--- src/rtl/sram_master.sv ---
// Burst master for a single-port synchronous SRAM: accepts read/write burst
// commands and streams beats through valid/ready handshakes.
module sram_master #(
  parameter int unsigned AW = 3,
  parameter int unsigned DW = 8
) (
  input  logic          clk,
  input  logic          rst,
  input  logic          req_valid,
  output logic          req_ready,
  input  logic          req_we,
  input  logic [AW-1:0] req_addr,
  input  logic [AW-1:0] req_len,
  input  logic          wr_valid,
  input  logic [DW-1:0] wr_data,
  output logic          wr_ready,
  output logic          rsp_valid,
  output logic [DW-1:0] rsp_data,
  output logic          rsp_last,
  input  logic          rsp_ready,
  output logic          done,
  output logic [AW-1:0] mem_addr,
  output logic [DW-1:0] mem_din,
  input  logic [DW-1:0] mem_dout,
  output logic          mem_we,
  output logic          mem_rd
);

  typedef enum logic [1:0] {IDLE, WRITE, READ, RSP} state_t;

  state_t        state_q, state_d;
  logic [AW-1:0] cur_addr_q, cur_addr_d;
  logic [AW-1:0] beats_left_q, beats_left_d;
  logic          done_q, done_d;

  always_comb begin
    state_d      = state_q;
    cur_addr_d   = cur_addr_q;
    beats_left_d = beats_left_q;
    done_d       = 1'b0;
    unique case (state_q)
      IDLE: begin
        if (req_valid) begin
          cur_addr_d   = req_addr;
          beats_left_d = req_len;
          state_d      = req_we ? WRITE : READ;
        end
      end
      WRITE: begin
        if (wr_valid) begin
          if (beats_left_q == '0) begin
            state_d = IDLE;
            done_d  = 1'b1;
          end else begin
            cur_addr_d   = cur_addr_q + AW'(1);
            beats_left_d = beats_left_q - AW'(1);
          end
        end
      end
      READ: state_d = RSP;
      RSP: begin
        // mem_dout holds its value until the next mem_rd, so stalling here keeps rsp_data stable
        if (rsp_ready) begin
          if (beats_left_q == '0) begin
            state_d = IDLE;
            done_d  = 1'b1;
          end else begin
            cur_addr_d   = cur_addr_q + AW'(1);
            beats_left_d = beats_left_q - AW'(1);
            state_d      = READ;
          end
        end
      end
      default: state_d = IDLE;
    endcase
  end

  always_ff @(posedge clk) begin
    if (rst) begin
      state_q      <= IDLE;
      cur_addr_q   <= '0;
      beats_left_q <= '0;
      done_q       <= 1'b0;
    end else begin
      state_q      <= state_d;
      cur_addr_q   <= cur_addr_d;
      beats_left_q <= beats_left_d;
      done_q       <= done_d;
    end
  end

  assign req_ready = (state_q == IDLE);
  assign wr_ready  = (state_q == WRITE);
  assign mem_we    = wr_ready && wr_valid;
  assign mem_din   = wr_data;
  assign mem_rd    = (state_q == READ);
  assign mem_addr  = cur_addr_q;
  assign rsp_valid = (state_q == RSP);
  assign rsp_data  = mem_dout;
  assign rsp_last  = rsp_valid && (beats_left_q == '0);
  assign done      = done_q;

endmodule

--- config.mk ---
export PLATFORM = sky130hd
export DESIGN_NAME = sram_master
export DESIGN_NICKNAME = d
export VERILOG_FILES = /design/src/rtl/sram_master.sv
export SDC_FILE = /design/constraint.sdc
export NUM_CORES = 1
export LEC_CHECK = 0
export CAP_MARGIN = 20
export CORE_ASPECT_RATIO = 1.25
export CORE_MARGIN = 10
export CORE_UTILIZATION = 30
export DETAILED_ROUTE_END_ITERATION = 8
export PLACE_DENSITY = 0.72
export SYNTH_ARGS = -nofsm -noshare
export SYNTH_HDL_FRONTEND = slang
export SYNTH_SLANG_ARGS = --single-unit
--- constraint.sdc ---
create_clock -name clk -period 1.9 [get_ports clk]
set_clock_uncertainty 0.1 [all_clocks]
set_input_delay 0.57 -clock clk [delete_from_list [all_inputs] [get_ports clk]]
set_output_delay 0.57 -clock clk [all_outputs]
set_load 0.01 [all_outputs]
# [After elaboration in Yosys (flattened, before gate mapping)]
# Cells that the tools add are included.
[totals] register_bits=9 input_bits=28 out_inout_bits=26 elab_cells=41
[classes] n_addsub=2 eq_ne=7 mux=21 n_reduce_logical=7
[ops] cell="$mux 3" n=8
[ops] cell="$pmux 3 s3" n=2
[ops] cell="$mux 2" n=6
[ops] cell="$pmux 2 s4" n=1
[ops] cell="$reduce_and 4->1" n=2
[ops] cell="$eq 2x2->1 const B" n=2
[ops] cell="$ne 2x1->1 const B" n=2
[ops] cell="$ne 2x2->1 const B" n=2
[ops] cell="$add 3x1->3 const B" n=1
[ops] cell="$logic_not 3->1" n=1
[ops] cell="$mux 1" n=3
[ops] cell="$reduce_bool 3->1" n=1
[ops] cell="$sub 3x1->3 const B" n=1
[ops] cell="$eq 2x1->1 const B" n=1
[ops] cell="$logic_and 1x1->1" n=2
[ops] cell="$logic_not 2->1" n=1
[ops] cell="$pmux 1 s2" n=1

# [Depth between registers and ports, before layout]
# Gate-level depths: netlist of the first run.
[logic_depth] depth_word=4 mapped_depth=5 mapped_depth_nobuf=5

# [Worst setup path after synthesis of the first run]
# OpenSTA, ideal clock, no wires.
[synth_timing] kind="input -> register" start="input port wr_valid" end="register beats_left_q[0]" setup_ns=0.121 arrival_time_ns=1.428 required_ns=1.679 path_slack_ns=0.251 cell_stages=3 n_path_buf=0 path_cell_list="mux2_4 a31oi_4 mux2_2"
[synth_via] elab_chain_cells=2
[synth_lines] item="start, declared" line="14" rtl="input logic wr_valid,"
[synth_lines] item="$ne 2x2->1 (no line)"
[synth_lines] item="$reduce_and 4->1 (no line)"
[synth_lines] item="end signal, assigned" line="87" rtl="beats_left_q <= beats_left_d;"
[synth_lines] item="end, declared" line="33" rtl="logic [AW-1:0] beats_left_q, beats_left_d;"
# Every way passes these cells.
# A chain may end at the register's enable or synchronous reset.

# [Final worst setup path of the first run]
[layout_timing] start="register beats_left_q[0]" end="output port rsp_last"
[layout_via] elab_chain_cells=2
[layout_lines] item="$logic_not 3->1" line="100" rtl="assign rsp_last = rsp_valid && (beats_left_q == '0);"
[layout_lines] item="$logic_and 1x1->1" line="100"
[layout_lines] item="end, declared" line="19" rtl="output logic rsp_last,"
# Every way passes these cells.

==> metrics.log, run 1 <==
INFO  metric cts_tree = built
INFO  metric final_antenna_net_count = 0
INFO  metric status = completed
INFO  metric synth_simple_gate_area_share = about a quarter
INFO  metric final-hold-violation-count = 0
INFO  metric synth_cell_type_count = 31
INFO  metric hp-class = register to register
INFO  metric pin_count = 54
INFO  metric cts.sinks = 9
INFO  metric hold_start = state_q[1]
INFO  metric pre_cts_ws = -0.550 ns
INFO  metric min_period_over_period = around 100%
INFO  metric synth_fa_ha_area_share = under 10%
INFO  metric core_region_area = between 2000 and 2500 um^2
INFO  metric postSynthCellCount = just over 90
INFO  metric first_global_vias = 670
INFO  metric mux_share_of_post_synthesis_cell_area = 9.06%
INFO  metric synth-edff-count = 0
INFO  metric post-route-worst-setup-slack = between 0.04 and 0.05 ns
INFO  metric critPathKind = register to primary output
INFO  metric worstPathRequired = around 1.2 ns
INFO  metric routed_wirelength = ~2200 um
INFO  metric reg2reg_setup_slack = between 0.15 and 0.2 ns
INFO  metric clk_pin_slew = about 0.07 ns
INFO  metric final_layout_size_suffix_gt1_share = between 30 and 40%
INFO  metric drv.max_cap_violation_count = 0
INFO  metric critPathLaunchType = register
INFO  metric cts_hold_buf = 0
INFO  metric p_per_area = 694 nW/um^2
INFO  metric global_route_wire_length_before_repair = around 3300 um
INFO  metric synth_compound_gate_area_share = 17.2%
INFO  metric peak_supply_drop = around 280 uV
INFO  metric die-area = roughly 5000 um^2
INFO  metric initial_core_util = roughly a third
INFO  metric actual_transition_at_the_worst_max_transition_pin = ~0.36 ns
INFO  metric ctsLongestPathBuffers = 2
INFO  metric totalPowerFinal = between 700 and 800 uW
INFO  metric critPathCaptureType = primary output
INFO  metric yosys_warnings = 0
INFO  metric arrival = approximately 1.2 ns
INFO  metric drt-vias-per-instance = 4.72
INFO  metric die_w = about 65 um
INFO  metric grt_antenna_before_repair = 0
INFO  metric fin_tns_setup = 0 ns
INFO  metric post_synth_xor_area_fraction = 0%
INFO  metric wl_per_cell = approximately 15 um
INFO  metric power.static_leakage = ~0.0005 uW
INFO  metric max_slew_margin = about three quarters
INFO  metric gp_congestion = ~0.80
INFO  metric synth_top_area_share = 23.3%
INFO  metric number_of_stages_on_the_worst_hold_path = 2
INFO  metric grt_start_max_net_pins = 11
INFO  metric ys.flop_type = dfxtp_1
INFO  metric drc = 0
INFO  metric final.fill_count = 281
INFO  metric synth.cell_area = between 700 and 800 um^2
INFO  metric synthToLayoutAreaGrowth = 33.5%
INFO  metric avgSynthCellArea = between 8 and 9 um^2
INFO  metric tritoncts.num_buffers = 3
INFO  metric top_routing_layer_used = met3
INFO  metric fp-row-count = 20
INFO  metric cts_root_buffer = clkbuf_4
INFO  metric place_hpwl = 1760 um
INFO  metric sequential_cell_area_fraction_in_the_yosys_report = about a quarter
INFO  metric synthArstFlopShare = 0%
INFO  metric antenna_diode_instance_count = 0
INFO  metric clock_insertion_delay_worst_skew = 0.26 ns
INFO  metric final_common_cell = buf_4
INFO  metric timing.critical_path.from = beats_left_q[0]
INFO  metric met3WireLength = ~290 um
INFO  metric synthesis.nets = between 100 and 150
INFO  metric buffer_ports.inserted = 21
INFO  metric vias = approximately 680
INFO  metric r2r_start = beats_left_q[0]
INFO  metric worst-path-max-fanout = 2
INFO  metric met1Wirelength = 859 um
INFO  metric grt-ovfl-total = 0
INFO  metric depth_of_the_cts_h_tree = 1
INFO  metric overall_track_demand_over_capacity_in_global_routing = about 8%
INFO  metric synth_top_cells_by_area = dfxtp_1 (23%), buf_4 (17%), nand2b_1 (8.1%), mux2_2 (5.8%), ha_1 (4.9%)
INFO  metric most-common-layout-cells = buf_4 (14), clkdlybuf4s50_1 (12), nand2b_1 (10)
INFO  metric routed-wl-met2 = ~1000 um
INFO  metric combinational_family_with_the_most_area_after_synthesis = simple AND/OR/NAND/NOR gates
INFO  metric period_needed = approximately 1.9 ns
INFO  metric worst_r2r_path_depth = 7
INFO  metric final_net_count = 143
INFO  metric dr.pass1.iters = 4
INFO  metric die-height = between 70 and 80 um
INFO  metric timing.final.setup_violations = 0
INFO  metric initialDrtViolationCount = 31
INFO  metric report.final.slew_viol_count = 0
INFO  metric max_freq = approximately 540 MHz
INFO  metric synth_seq_cells = 9
INFO  metric synth_largest_area_cell = dfxtp_1
INFO  metric rsz0062_at_grt = yes
sequential cells by signal (all words and copies together), names as in the netlist:
register / count
beats_left_q: 3
mem_addr: 3
state_q: 2
done: 1
cell type report:
cell class,count,area (um^2),share of cell area [%]
tap,33,41.3,4.00
inverter,6,22.5,2.18
clock inverter,1,5.00,0.485
multi-input combinational,57,443,42.9
sequential,9,186,18.1
timing repair buffer,35,312,30.2
clock buffer,3,22.5,2.18
worst max-delay path: stages, from the launching register on:
cell,delay [ns]
dfxtp_2,0.33
inv_2,0.07
ha_4,0.13
nor2b_4,0.13
and3_1,0.14
buf_2,0.13
path summary, 6_finish.rpt:
path / end
worst max-delay path: rsp_last
worst min-delay path: state_q[1]
worst max register to register: beats_left_q[1]
worst min register to register: state_q[1]
synthesized netlist by cell type (2+ instances only):
master / number
buf_4: 17
dfxtp_1: 9
nor2b_1: 4
nor3_1: 2
nand2b_1: 10
o21ai_0: 2
nand2_1: 2
ha_1: 3
nand3_1: 2
inv_1: 6
nor2_1: 8
a21oi_1: 4
mux2_2: 4
and3_1: 2
per-layer routing:
metal | global-route usage (%) | vias up
li1 | - | 338
met1 | 8.30 | 308
met2 | 12.7 | 33
met3 | 5.52 | 0
met4 | 3.43 | 0
met5 | 0 | -
timing repair:
| item | CTS | global route |
|---|---|---|
| resized for setup | 20 | 5 |
| pin swaps | 1 | 2 |
| gates cloned | 0 | 0 |
| buffers inserted | 0 | 2 |
| endpoints found under the setup margin | 6 | 9 |
through the flow:
step	cell area, um^2	util (%)	std cells	hold WS (ns)
floorplan	773	-	92	0.440
global placement	967	39.4	138	0.415
detailed placement	967	39.4	138	0.439
CTS	1000	41.0	142	0.440
global route	1030	42.1	144	0.468
finish	1030	42.1	144	0.434
logic make-up after synthesis:
family / count (synthesis)
AO/OA/AOI/OAI: 16
adder cells (fa/ha/maj): 3
buffers and inverters: 26
flip-flops: 9
multiplexers: 6
AND/OR/NAND/NOR: 32
where the power goes:
group	internal (uW)	total [uW]	switching, uW
registers	216	239	23.2
clock network	77.7	154	76.5
logic	180	323	144
No activity file was read; power rests on OpenSTA's default activity.
==> inputs of run 2 (changes only) <==
--- a/config.mk
+++ b/config.mk
@@ -8,9 +8,9 @@
 export CAP_MARGIN = 20
 export CORE_ASPECT_RATIO = 1.25
 export CORE_MARGIN = 10
-export CORE_UTILIZATION = 30
+export CORE_UTILIZATION = 34
 export DETAILED_ROUTE_END_ITERATION = 8
-export PLACE_DENSITY = 0.72
+export PLACE_DENSITY = 0.79
 export SYNTH_ARGS = -nofsm -noshare
 export SYNTH_HDL_FRONTEND = slang
 export SYNTH_SLANG_ARGS = --single-unit
==> run 2 against run 1 <==
Effect of this change: die area shrank 8.5%; sequential power is essentially flat; hold slack gained 0.075 ns; count of clock-buffer cells in the layout grew 1; first-iteration DRC count shrank 68%; total power shrank 2.6%; critical path depth is the same.
==> metrics.log, run 2 (synthesized netlist as in run 1, its figures left out) <==
INFO  metric status = completed (unchanged)
INFO  metric dr.pass1.iters = 4 (unchanged)
INFO  metric ctsLongestPathBuffers = 2 (unchanged)
INFO  metric cp_slowest_cell = dfxtp_2 (unchanged)
INFO  metric final-hold-violation-count = 0 (unchanged)
INFO  metric grt-ovfl-total = 0 (unchanged)
INFO  metric die-height = 73.3 um (was 76.8 um)
INFO  metric drc = 0 (unchanged)
INFO  metric critPathKind = register to primary output (unchanged)
INFO  metric synthToLayoutAreaGrowth = 32.2% (was 33.5%)
INFO  metric cts_hold_buf = 0 (unchanged)
INFO  metric vias = 657 (was 679)
INFO  metric timing.critical_path.slowest_cell_delay = 0.32 ns (was 0.33 ns)
INFO  metric hp-class = register to register (unchanged)
INFO  metric grt_start_max_net_pins = 21 (was 11)
INFO  metric tritoncts.num_buffers = 3 (unchanged)
INFO  metric period_needed = 1.85 ns (was 1.86 ns)
INFO  metric initialDrtViolationCount = 10 (was 31)
INFO  metric arrival = 1.18 ns (was 1.19 ns)
INFO  metric clock_insertion_delay_worst_skew = 0.26 ns (about the same)
INFO  metric global_route_wire_length_before_repair = 2990 um (was 3340 um)
INFO  metric worstPathRequired = 1.23 ns (about the same)
INFO  metric pre_cts_ws = -0.566 ns (was -0.550 ns)
INFO  metric pin_count = 54 (unchanged)
INFO  metric cts_tree = built (unchanged)
INFO  metric final.fill_count = 225 (was 281)
INFO  metric timing.final.setup_violations = 0 (unchanged)
INFO  metric holdWs = 0.510 ns (was 0.434 ns)
INFO  metric max_freq = 540 MHz (was 538 MHz)
INFO  metric most-common-layout-cells = clkdlybuf4s50_1 (12), buf_4 (11), nand2b_1 (10) (was buf_4 (14), clkdlybuf4s50_1 (12), nand2b_1 (10))
INFO  metric first_global_vias = 666 (was 670)
INFO  metric numPlacedInstances = 133 (was 138)
INFO  metric fp-row-count = 19 (was 20)
INFO  metric depth_of_the_cts_h_tree = 1 (unchanged)
INFO  metric critPathLaunchType = register (unchanged)
INFO  metric core_region_area = 2190 um^2 (was 2450 um^2)
INFO  metric final_layout_size_suffix_gt1_share = 29.6% (was 30.6%)
INFO  metric worst-path-max-fanout = 2 (unchanged)
INFO  metric grt_antenna_before_repair = 0 (unchanged)
INFO  metric actual_transition_at_the_worst_max_transition_pin = 0.345 ns (was 0.361 ns)
INFO  metric final_net_count = 140 (was 143)
INFO  metric cts_root_buffer = clkbuf_4 (unchanged)
INFO  metric timing.critical_path.max_delay_family = flip-flops (unchanged)
INFO  metric fin_tns_setup = 0 ns (unchanged)
INFO  metric peak_supply_drop = 305 uV (was 276 uV)
INFO  metric finalNonFillerCells = 139 (was 144)
INFO  metric number_of_buffer_and_inverter_stages_on_the_critical_path = 2 (unchanged)
INFO  metric cts.sinks = 9 (unchanged)
INFO  metric die_w = 62.7 um (was 65.4 um)
INFO  metric p_per_area = 683 nW/um^2 (was 694 nW/um^2)
INFO  metric power.static_leakage = 0.000504 uW (was 0.000510 uW)
INFO  metric final_antenna_net_count = 0 (unchanged)
INFO  metric antenna_diode_instance_count = 0 (unchanged)
INFO  metric gp_congestion = 0.749 (was 0.799)
INFO  metric post_place_instance_area = 942 um^2 (was 967 um^2)
INFO  metric place_hpwl = 1430 um (was 1760 um)
INFO  metric wl_per_cell = 13.0 um (was 14.9 um)
INFO  metric rsz0062_at_grt = yes (unchanged)
INFO  metric final_cell_area = 1020 um^2 (was 1030 um^2)
INFO  metric routed_wirelength = 1810 um (was 2150 um)
INFO  metric min_period_over_period = 97.5% (was 97.8%)
INFO  metric die-area = 4590 um^2 (was 5020 um^2)
INFO  metric initial_core_util = 35.4% (was 31.5%)
INFO  metric max_slew_margin = 77.0% (was 75.9%)
INFO  metric buffer_ports.inserted = 21 (unchanged)
INFO  metric clk_pin_slew = 0.06 ns (was 0.07 ns)
INFO  metric drv.max_cap_violation_count = 0 (unchanged)
INFO  metric final_common_cell = clkdlybuf4s50_1 (was buf_4)
INFO  metric critPathCaptureType = primary output (unchanged)
INFO  metric drt-vias-per-instance = 4.73 (was 4.72)
INFO  metric post-route-worst-setup-slack = 0.0474 ns (was 0.0411 ns)
INFO  metric crit_chain = inv_2 > ha_4 > nor2b_4 > and3_4 > buf_6 (was inv_2 > ha_4 > nor2b_4 > and3_1 > buf_2)
INFO  metric overall_track_demand_over_capacity_in_global_routing = 8.01% (was 8.19%)
INFO  metric report.final.slew_viol_count = 0 (unchanged)
## run 2: cell count changes in the layout (fill, tap and decap cells not counted), sizes merged
cell and delta:
buf -3, clkbuf +1, clkinv -1, dlygate4sd2 -1
dlymetal6s2s +1
## run 2: tightest hold or removal path, delay by kind of cell (launching register included)
kind	cells	cell delay [ns]
compound gates	1	0.09
flops	1	0.34
simple gates	1	0.13
## run 2: worst paths after layout
path | from | endpoint | slack [ns] | cells past startpoint
worst max register to register | state_q[1] | beats_left_q[1] | 0.24 | 4
worst max-delay path | beats_left_q[0] | rsp_last | 0.05 | 5
worst min-delay path | state_q[0] | state_q[0] | 0.51 | 2
worst min register to register | state_q[0] | state_q[0] | 0.51 | 2
## run 2: metal layers
layer	track usage (%)	up-vias	routed length, um
met1	7.84	294	758
met4	4.98	0	8
met5	0	-	0
met2	12.7	28	873
li1	-	333	-
met3	5.02	2	166
## run 2: report_power, final
group / internal (uW) / switching (uW) / total, uW
Combinational: 173 / 137 / 310
Clock: 81.0 / 68.8 / 150
Sequential: 216 / 21.7 / 238
## run 2: what timing repair did
item | 4_1_cts | 5_1_grt
gates resized for setup | 20 | 8
setup endpoints to repair | 6 | 10
pin swaps | 1 | 2
endpoints found under the hold margin | 0 | 0
buffers inserted | 0 | 2
cloned | 0 | 0
## run 2: through the flow
stage	total power, uW	utilization, %
final	698	46.7
after floorplan	438	-
after global placement	519	43.1
after CTS	696	44.9
after detailed placement	527	43.1
after global routing	753	46.7
## run 2: final cells by class
class	instances	area, um^2	area share, %
timing repair buffer	32	299	29.3
tap	31	38.8	3.79
multi-input combinational	57	448	43.8
sequential	9	188	18.4
clock buffer	4	26.3	2.57
inverter	6	22.5	2.20
